[src/rtl/fifomem_arb_ctrl.sv]
// Round-robin write arbiter and synchronous FIFO sequencer wrapped around one
// fifomem instance: owns both pointers, occupancy flags and the sticky underflow flag.
module fifomem_arb_ctrl #(
  parameter int DATASIZE = 8,
  parameter int ADDRSIZE = 4,
  parameter int NREQ     = 4
) (
  input  logic                     wclk,
  input  logic                     wrst,
  input  logic [NREQ-1:0]          req_valid,
  input  logic [NREQ*DATASIZE-1:0] req_data,
  output logic [NREQ-1:0]          req_ready,
  output logic [$clog2(NREQ)-1:0]  grant_id,
  output logic [DATASIZE-1:0]      mem_wdata,
  output logic [ADDRSIZE-1:0]      mem_waddr,
  output logic                     mem_wclken,
  output logic                     mem_wfull,
  output logic [ADDRSIZE-1:0]      mem_raddr,
  input  logic [DATASIZE-1:0]      mem_rdata,
  input  logic                     rd_en,
  output logic [DATASIZE-1:0]      rdata,
  output logic                     rempty,
  output logic [ADDRSIZE:0]        count,
  output logic                     err_underflow
);
  localparam int IDW   = $clog2(NREQ);
  localparam int DEPTH = 1 << ADDRSIZE;

  logic [ADDRSIZE:0] wptr_q, wptr_d, rptr_q, rptr_d;
  logic [IDW-1:0]    rr_q, rr_d, gid_q, gid_d;
  logic              uflow_q, uflow_d;

  logic [NREQ-1:0][DATASIZE-1:0] req_arr;
  logic [IDW:0]   sum;
  logic [IDW-1:0] g;
  logic           found, push, pop;

  assign req_arr = req_data;

  // Extra MSB on the pointers separates full (diff = DEPTH) from empty (diff = 0).
  assign count     = wptr_q - rptr_q;
  assign mem_wfull = (count == (ADDRSIZE+1)'(DEPTH));
  assign rempty    = (count == '0);

  // Search order starts at rr_q and wraps modulo NREQ.
  always_comb begin
    found = 1'b0;
    g     = '0;
    sum   = '0;
    for (int k = 0; k < NREQ; k++) begin
      sum = {1'b0, rr_q} + (IDW+1)'(k);
      if (sum >= (IDW+1)'(NREQ)) sum = sum - (IDW+1)'(NREQ);
      if (!found && req_valid[sum[IDW-1:0]]) begin
        found = 1'b1;
        g     = sum[IDW-1:0];
      end
    end
  end

  assign push       = found & ~mem_wfull;
  assign pop        = rd_en & ~rempty;
  assign req_ready  = push ? (NREQ'(1) << g) : '0;
  assign mem_wclken = push;
  assign mem_wdata  = req_arr[g];
  assign mem_waddr  = wptr_q[ADDRSIZE-1:0];
  assign mem_raddr  = rptr_q[ADDRSIZE-1:0];
  assign rdata      = mem_rdata;
  assign grant_id   = gid_q;
  assign err_underflow = uflow_q;

  always_comb begin
    wptr_d  = wptr_q;
    rptr_d  = rptr_q;
    rr_d    = rr_q;
    gid_d   = gid_q;
    uflow_d = uflow_q;
    if (push) begin
      wptr_d = wptr_q + 1'b1;
      rr_d   = (g == IDW'(NREQ-1)) ? '0 : g + 1'b1;
      gid_d  = g;
    end
    if (pop) rptr_d = rptr_q + 1'b1;
    // No bypass: a pop against a registered-empty FIFO is an error even if a push lands.
    if (rd_en && rempty) uflow_d = 1'b1;
  end

  always_ff @(posedge wclk) begin
    if (wrst) begin
      wptr_q  <= '0;
      rptr_q  <= '0;
      rr_q    <= '0;
      gid_q   <= '0;
      uflow_q <= 1'b0;
    end else begin
      wptr_q  <= wptr_d;
      rptr_q  <= rptr_d;
      rr_q    <= rr_d;
      gid_q   <= gid_d;
      uflow_q <= uflow_d;
    end
  end
endmodule

[config.mk]
export PLATFORM = sky130hd
export DESIGN_NAME = fifomem_arb_ctrl
export DESIGN_NICKNAME = d
export VERILOG_FILES = /design/src/rtl/fifomem_arb_ctrl.sv
export SDC_FILE = /design/constraint.sdc
export NUM_CORES = 1
export LEC_CHECK = 0
export CORE_MARGIN = 2
export CORE_UTILIZATION = 39
export DETAILED_ROUTE_END_ITERATION = 10
export PLACE_DENSITY = 0.92
export SYNTH_ARGS = -nofsm -noshare
export SYNTH_HDL_FRONTEND = slang
export SYNTH_SLANG_ARGS = --single-unit
[constraint.sdc]
create_clock -name wclk -period 2.7 [get_ports wclk]
set_input_delay 0.405 -clock wclk [delete_from_list [all_inputs] [get_ports wclk]]
set_output_delay 0.405 -clock wclk [all_outputs]
set_load 0.05 [all_outputs]
==> results of run 1 <==
==> layout make-up <==
type	count	area share
Clock buffer	4	0.0163
Inverter	13	0.0209
Multi-Input combinational cell	127	0.436
Sequential cell	15	0.109
Tap cell	48	0.0218
Timing Repair Buffer	99	0.395
==> worst min-delay path by stage <==
| stage | from | end | slack [ns] |
|---|---|---|---|
| finish | err_underflow$_SDFFE_PP0P_ | err_underflow$_SDFFE_PP0P_ | 0.47 |
| global route | err_underflow$_SDFFE_PP0P_ | err_underflow$_SDFFE_PP0P_ | 0.52 |
| CTS | err_underflow$_SDFFE_PP0P_ | err_underflow$_SDFFE_PP0P_ | 0.47 |
| detailed placement | err_underflow$_SDFFE_PP0P_ | err_underflow$_SDFFE_PP0P_ | 0.46 |
| global placement | err_underflow$_SDFFE_PP0P_ | err_underflow$_SDFFE_PP0P_ | 0.46 |
| floorplan | rr_q[1]$_SDFFE_PP0P_ | rr_q[1]$_SDFFE_PP0P_ | 0.49 |
==> routing by layer <==
| metal | routed length (um) | vias up |
|---|---|---|
| met5 | 0 | - |
| met4 | 79 | 0 |
| met3 | 296 | 12 |
| met2 | 2780 | 63 |
| met1 | 1860 | 757 |
| li1 | - | 754 |
==> synthesized netlist by cell type (all sizes together), types with 2 or more instances <==
library cell / number
clkbuf: 3
inv: 13
xor2: 3
a211oi: 2
nand3b: 2
ha: 10
nor2b: 6
o21ai: 2
dfxtp: 15
a21oi: 10
mux2: 10
nand4: 3
nand2b: 10
mux2i: 27
buf: 19
and2: 4
nor2: 21
nand2: 4
==> where the power goes <==
group | internal [mW] | leakage [nW] | switching, mW | total (mW)
Clock | 0.105 | 0.0228 | 0.0829 | 0.188
Combinational | 1.50 | 1.06 | 1.83 | 3.33
Sequential | 0.280 | 0.123 | 0.0578 | 0.338
==> state kept, by name, indices dropped and copies added, names as in the netlist <==
signal and flops:
rptr_q 5, grant_id 2, err_underflow 1, wptr_q 5
rr_q 2
==> timing repair <==
| action | CTS | global route |
|---|---|---|
| endpoints found under the setup margin | 11 | 18 |
| hold buffers | 0 | 0 |
| cloned | 0 | 1 |
| buffers inserted | 8 | 12 |
| pin swaps | 6 | 6 |
| gates resized for setup | 11 | 14 |
==> metrics by stage <==
step	TNS (ns)	hold WS [ns]	std cells	power, mW
after global placement	0	0.455	281	3.09
after CTS	-0.983	0.474	293	3.57
after detailed placement	-0.00564	0.461	281	3.14
after global routing	-1.86	0.517	306	4.03
final	-0.758	0.469	306	3.86
after floorplan	-0.0962	0.488	177	2.24
==> cells by family after synthesis <==
| kind of cell | after synthesis |
|---|---|
| and+or+nand+nor | 54 |
| muxes | 37 |
| buffers and inverters | 35 |
| AOI/OAI and AO/OA | 21 |
| DFF | 15 |
| adders and majority gates | 11 |
| xor gates and xnor gates | 4 |
==> worst register-to-register path, stage by stage, from the launching register on <==
cell,delay (ns)
dfxtp_2,0.33
inv_2,0.05
ha_4,0.16
fa_2,0.39
nand2b_4,0.18
a21oi_4,0.18
xor2_4,0.28
clkinvlp_4,0.22
buf_4,0.17
a21oi_1,0.17
mux2_2,0.36
==> flow_summary.yaml, run 1 <==
cells_and_area:
  final_cell_mix: "clkdlybuf4s50_1 (49), buf_4 (28), mux2i_1 (21)"
  final_cell_area_um2: 2760
  multiInputGateArea_um2: 1200
  fin_util: 0.748
  syn_to_final_growth_pct: 81.9
  layout_commonest_cell: "clkdlybuf4s50_1"
  antenna_cells: 0
  regArea_um2: 302
  drive_above_1_share: 0.360
  fin_nets: 317
  fillerInstances: 232
route:
  drc: 0
  routedWlPerCell_um: 16.4
  postRouteAntennaNets: 0
  drtPass1Iterations: 5
  viasPerCell: 5.18
  vias: 1586
  finalWirelength_um: 5020
  drtIter0Drc: 74
status:
  status: "finished, violations left"
  violations: "setup timing"
setup_path:
  cp_max_fo: 6
  cp_data_required_time_ns: 2.30
  rr_endpoint: "wptr_q[4]$_SDFFE_PP0P_"
  regToRegSetupSlack_ns: 0.08
  reg2reg_depth: 10
  startpoint_type: "register"
  cp.arrival_ns: 2.43
  cp_slowest_stage_delay_ns: 0.54
  critPathKind: "reg -> out"
  cp-endpoint: "req_ready[0]"
  cp.depth: 10
  critical-path-top-delay-family: "adder cells"
  cp.buffers_inverters: 3
  path_cells: "inv_2 > ha_4 > fa_2 > nand3b_1 > nor4b_4 > nor2_4 > o21ai_4 > inv_6 > and2_4 > buf_8"
  endpoint_kind: "primary output"
  slowest_stage: "fa_2"
  startpoint: "wptr_q[0]$_SDFFE_PP0P_"
  reg2reg_from: "wptr_q[0]$_SDFFE_PP0P_"
clocking:
  clk_pin_slew_ns: 0.07
  h-tree-depth: 1
  cts_root_buf: "clkbuf_8"
  tritoncts: "yes"
  cts_buffer_depth: 2
  numCtsBuffers: 3
  worstSkewPairLatency_ns: 0.25
  clock-sinks: 15
synthesis:
  synth_top_family_by_area: "multiplexers"
  synth_area_um2: 1520
  yosysSeqAreaShare: 0.198
  synth_top_area_cell: "dfxtp_1"
  synthArstFlopShare: 0
  ys_warn_count: 0
  synth_area_per_cell_um2: 8.57
  netlist.area_leader.share: 0.198
  synth_cells: 177
  yosys-top-cells-area: "dfxtp_1 (20%), mux2i_1 (18%), buf_4 (8.9%)"
  synth_nets: 235
  synth_mux_area_frac: 0.255
  post_synth_fa_ha_maj_area_fraction: 0.0957
  synth-simple-area-share: 0.183
  yosys_most_used_dff: "dfxtp_1"
  ys_ff_latch: 15
  ys_types: 37
  synth_xor_area_frac: 0.0281
  synth_compound_area_frac: 0.104
  synth_enable_flop_cells: 0
floorplan:
  dieArea_um2: 4400
  core.rowCount: 22
  die_w_um: 66.4
  die_h_um: 66.4
  start_util: 0.411
  io_pins: 86
  core_area_um2: 3690
global_route:
  grtUsageMet3: 0.0613
  grt_use_met1: 0.235
  grt_max_degree: 30
  grt_pass1_wl_um: 7210
  busiest_layer: "met2"
  grt_util_met2: 0.403
  grtUsageTotal: 0.218
  gr-total-overflow: 0
  grt_pass1_vias: 1536
  antenna_found_initial: 0
power_and_ir_drop:
  peakVddDrop_mv: 0.671
  power_density_nw_per_um2: 1400
  p_leak_nw: 1.20
timing:
  post-route-period-util: 1.05
  layout_setup_ws_ns: -0.130
  setup_viol_count_final: 7
  rsz0062_at_grt: "yes"
  fmax_mhz: 353
  fin_skew_ns: 0.00794
  tightest_slew_ns: 0.509
  fin_crit_ns: 2.83
  slew_viol_final: 0
  max_slew_margin: 0.659
  hold_viol_final: 0
job:
  max_cap_violations: 0
placement:
  pre_cts_slack_ns: -0.00380
  place.gp.congestion: 0.823
  post_dp_cell_area_um2: 2430
  port_buffers: 69
  hpwl_um: 3230
min_path:
  hold-path-cell-count: 2
  holdCritPathClass: "reg -> reg"
Note: power is estimated with default switching activity, not from simulation.
==> run 2: changes to the inputs <==
--- a/config.mk
+++ b/config.mk
@@ -7,6 +7,7 @@
 export LEC_CHECK = 0
 export CORE_MARGIN = 2
 export CORE_UTILIZATION = 39
+export CTS_CLUSTER_SIZE = 24
 export DETAILED_ROUTE_END_ITERATION = 10
 export PLACE_DENSITY = 0.92
 export SYNTH_ARGS = -nofsm -noshare
==> results of run 2 <==
No change in the layout: final DEF, timing and power equal those of run 1.
==> run 3: changes to the inputs <==
--- a/config.mk
+++ b/config.mk
@@ -5,11 +5,13 @@
 export SDC_FILE = /design/constraint.sdc
 export NUM_CORES = 1
 export LEC_CHECK = 0
+export CELL_PAD_IN_SITES_DETAIL_PLACEMENT = 1
+export CELL_PAD_IN_SITES_GLOBAL_PLACEMENT = 1
 export CORE_MARGIN = 2
-export CORE_UTILIZATION = 39
+export CORE_UTILIZATION = 27
 export CTS_CLUSTER_SIZE = 24
 export DETAILED_ROUTE_END_ITERATION = 10
-export PLACE_DENSITY = 0.92
+export PLACE_DENSITY = 0.91
 export SYNTH_ARGS = -nofsm -noshare
 export SYNTH_HDL_FRONTEND = slang
 export SYNTH_SLANG_ARGS = --single-unit
==> flow_summary.yaml, run 3 (synthesized netlist as in run 1, its figures left out) <==
floorplan:
  dieArea_um2: 6230
  start_util: 0.277
  die_h_um: 78.9
  core_area_um2: 5470
  io_pins: 86
  core.rowCount: 27
  die_w_um: 78.9
clocking:
  cts_buffer_depth: 2
  cts_root_buf: "clkbuf_8"
  worstSkewPairLatency_ns: 0.26
  clk_pin_slew_ns: 0.07
  clock-sinks: 15
  tritoncts: "yes"
  numCtsBuffers: 3
  h-tree-depth: 1
cells_and_area:
  final_cell_mix: "clkdlybuf4s50_1 (47), buf_4 (20), mux2i_1 (19)"
  syn_to_final_growth_pct: 82.2
  regArea_um2: 302
  layout_commonest_cell: "clkdlybuf4s50_1"
  antenna_cells: 0
  drive_above_1_share: 0.349
  fillerInstances: 610
  instances_no_fill: 324
  fin_nets: 311
  multiInputGateArea_um2: 1190
  top_regs: "rptr_q: 5 flops, wptr_q: 5 flops"
timing:
  fmax_mhz: 354
  whs_ns: 0.517
  post-route-period-util: 1.05
  slew_viol_final: 0
  tightest_slew_ns: 0.546
  fin_skew_ns: 0.00477
  fin_crit_ns: 2.83
  setup_viol_count_final: 6
  max_slew_margin: 0.635
  rsz0062_at_grt: "yes"
  hold_viol_final: 0
  layout_setup_ws_ns: -0.126
global_route:
  grt_max_degree: 30
  busiest_layer: "met2"
  antenna_found_initial: 0
  grtUsageTotal: 0.164
  grt_pass1_wl_um: 8160
  grt_util_met2: 0.330
  grtUsageMet3: 0.0261
  grt_use_met1: 0.166
  gr-total-overflow: 0
  grt_pass1_vias: 1719
route:
  routedWlPerCell_um: 17.0
  vias: 1530
  drc: 0
  postRouteAntennaNets: 0
  drtIter0Drc: 57
  viasPerCell: 4.72
  finalWirelength_um: 5510
  drtPass1Iterations: 4
placement:
  placed_cells: 306
  port_buffers: 69
  pre_cts_slack_ns: -0.0561
  place.gp.congestion: 0.763
  hpwl_um: 3740
setup_path:
  endpoint_kind: "primary output"
  rr_endpoint: "wptr_q[4]$_SDFFE_PP0P_"
  cp_max_fo: 5
  startpoint_type: "register"
  cp.arrival_ns: 2.42
  critPathKind: "reg -> out"
  startpoint: "wptr_q[0]$_SDFFE_PP0P_"
  cp_data_required_time_ns: 2.30
  reg2reg_depth: 10
  regToRegSetupSlack_ns: 0.14
  cp-endpoint: "req_ready[2]"
  reg2reg_from: "wptr_q[0]$_SDFFE_PP0P_"
power_and_ir_drop:
  p_leak_nw: 1.20
  peakVddDrop_mv: 0.865
  power_density_nw_per_um2: 1390
status:
  violations: "setup timing"
  status: "finished, violations left"
job:
  max_cap_violations: 0
min_path:
  hold-path-cell-count: 2
  holdCritPathClass: "reg -> reg"
==> run 3: changes by cell type in the layout (fill, tap and decap cells not counted), sizes merged <==
cell	before	now
clkdlybuf4s50	49	47
bufbuf	0	1
dlymetal6s2s	2	4
buf	47	40
==> run 3: worst min-delay path by stage <==
stage | start | end | slack [ns]
5_1_grt | grant_id[0]$_SDFFE_PP0P_ | grant_id[0]$_SDFFE_PP0P_ | 0.54
4_1_cts | err_underflow$_SDFFE_PP0P_ | err_underflow$_SDFFE_PP0P_ | 0.49
3_3_place_gp | err_underflow$_SDFFE_PP0P_ | err_underflow$_SDFFE_PP0P_ | 0.46
3_5_place_dp | err_underflow$_SDFFE_PP0P_ | err_underflow$_SDFFE_PP0P_ | 0.48
6_report | grant_id[0]$_SDFFE_PP0P_ | grant_id[0]$_SDFFE_PP0P_ | 0.52
2_1_floorplan | rr_q[1]$_SDFFE_PP0P_ | rr_q[1]$_SDFFE_PP0P_ | 0.49
==> run 3: layout make-up <==
| cell class | count | area share |
|---|---|---|
| inverter | 13 | 0.0208 |
| timing repair buffer | 93 | 0.389 |
| clock buffer | 4 | 0.0163 |
| tap | 72 | 0.0326 |
| multi-input combinational | 127 | 0.433 |
| sequential | 15 | 0.109 |
==> run 3: where the power goes <==
group	internal (mW)	leakage [nW]	switching, mW
clock network	0.105	0.0228	0.0917
logic	1.49	1.05	1.81
registers	0.280	0.123	0.0617
==> run 3: per-stage QoR <==
stage | instance area (um2) | setup TNS [ns] | total power, mW | util
5_1_grt | 2760 | -1.14 | 4.03 | 0.505
3_3_place_gp | 2480 | 0 | 3.18 | 0.453
3_5_place_dp | 2480 | -0.122 | 3.25 | 0.453
4_1_cts | 2600 | -0.600 | 3.61 | 0.475
2_1_floorplan | 1620 | -0.0962 | 2.24 | -
6_report | 2760 | -0.534 | 3.84 | 0.505
==> run 3: critical path, cell delays in order (launching register included) <==
cell,delay [ns]
dfxtp_2,0.33
inv_2,0.05
ha_4,0.16
fa_2,0.54
nand3b_1,0.12
nor4b_4,0.28
nor2_2,0.11
o21ai_4,0.20
inv_6,0.06
and2_4,0.16
buf_6,0.15
==> run 3: layer usage <==
layer	vias up	wire length (um)
met5	-	0
met4	0	251
met3	17	279
met2	57	2980
met1	714	2000
li1	742	-
==> run 3: repair_timing <==
action	in CTS	in global routing
gates cloned	0	1
hold buffers	0	0
pin swaps	2	4
gates resized for setup	7	20
buffers inserted	7	7
setup endpoints to repair	11	16
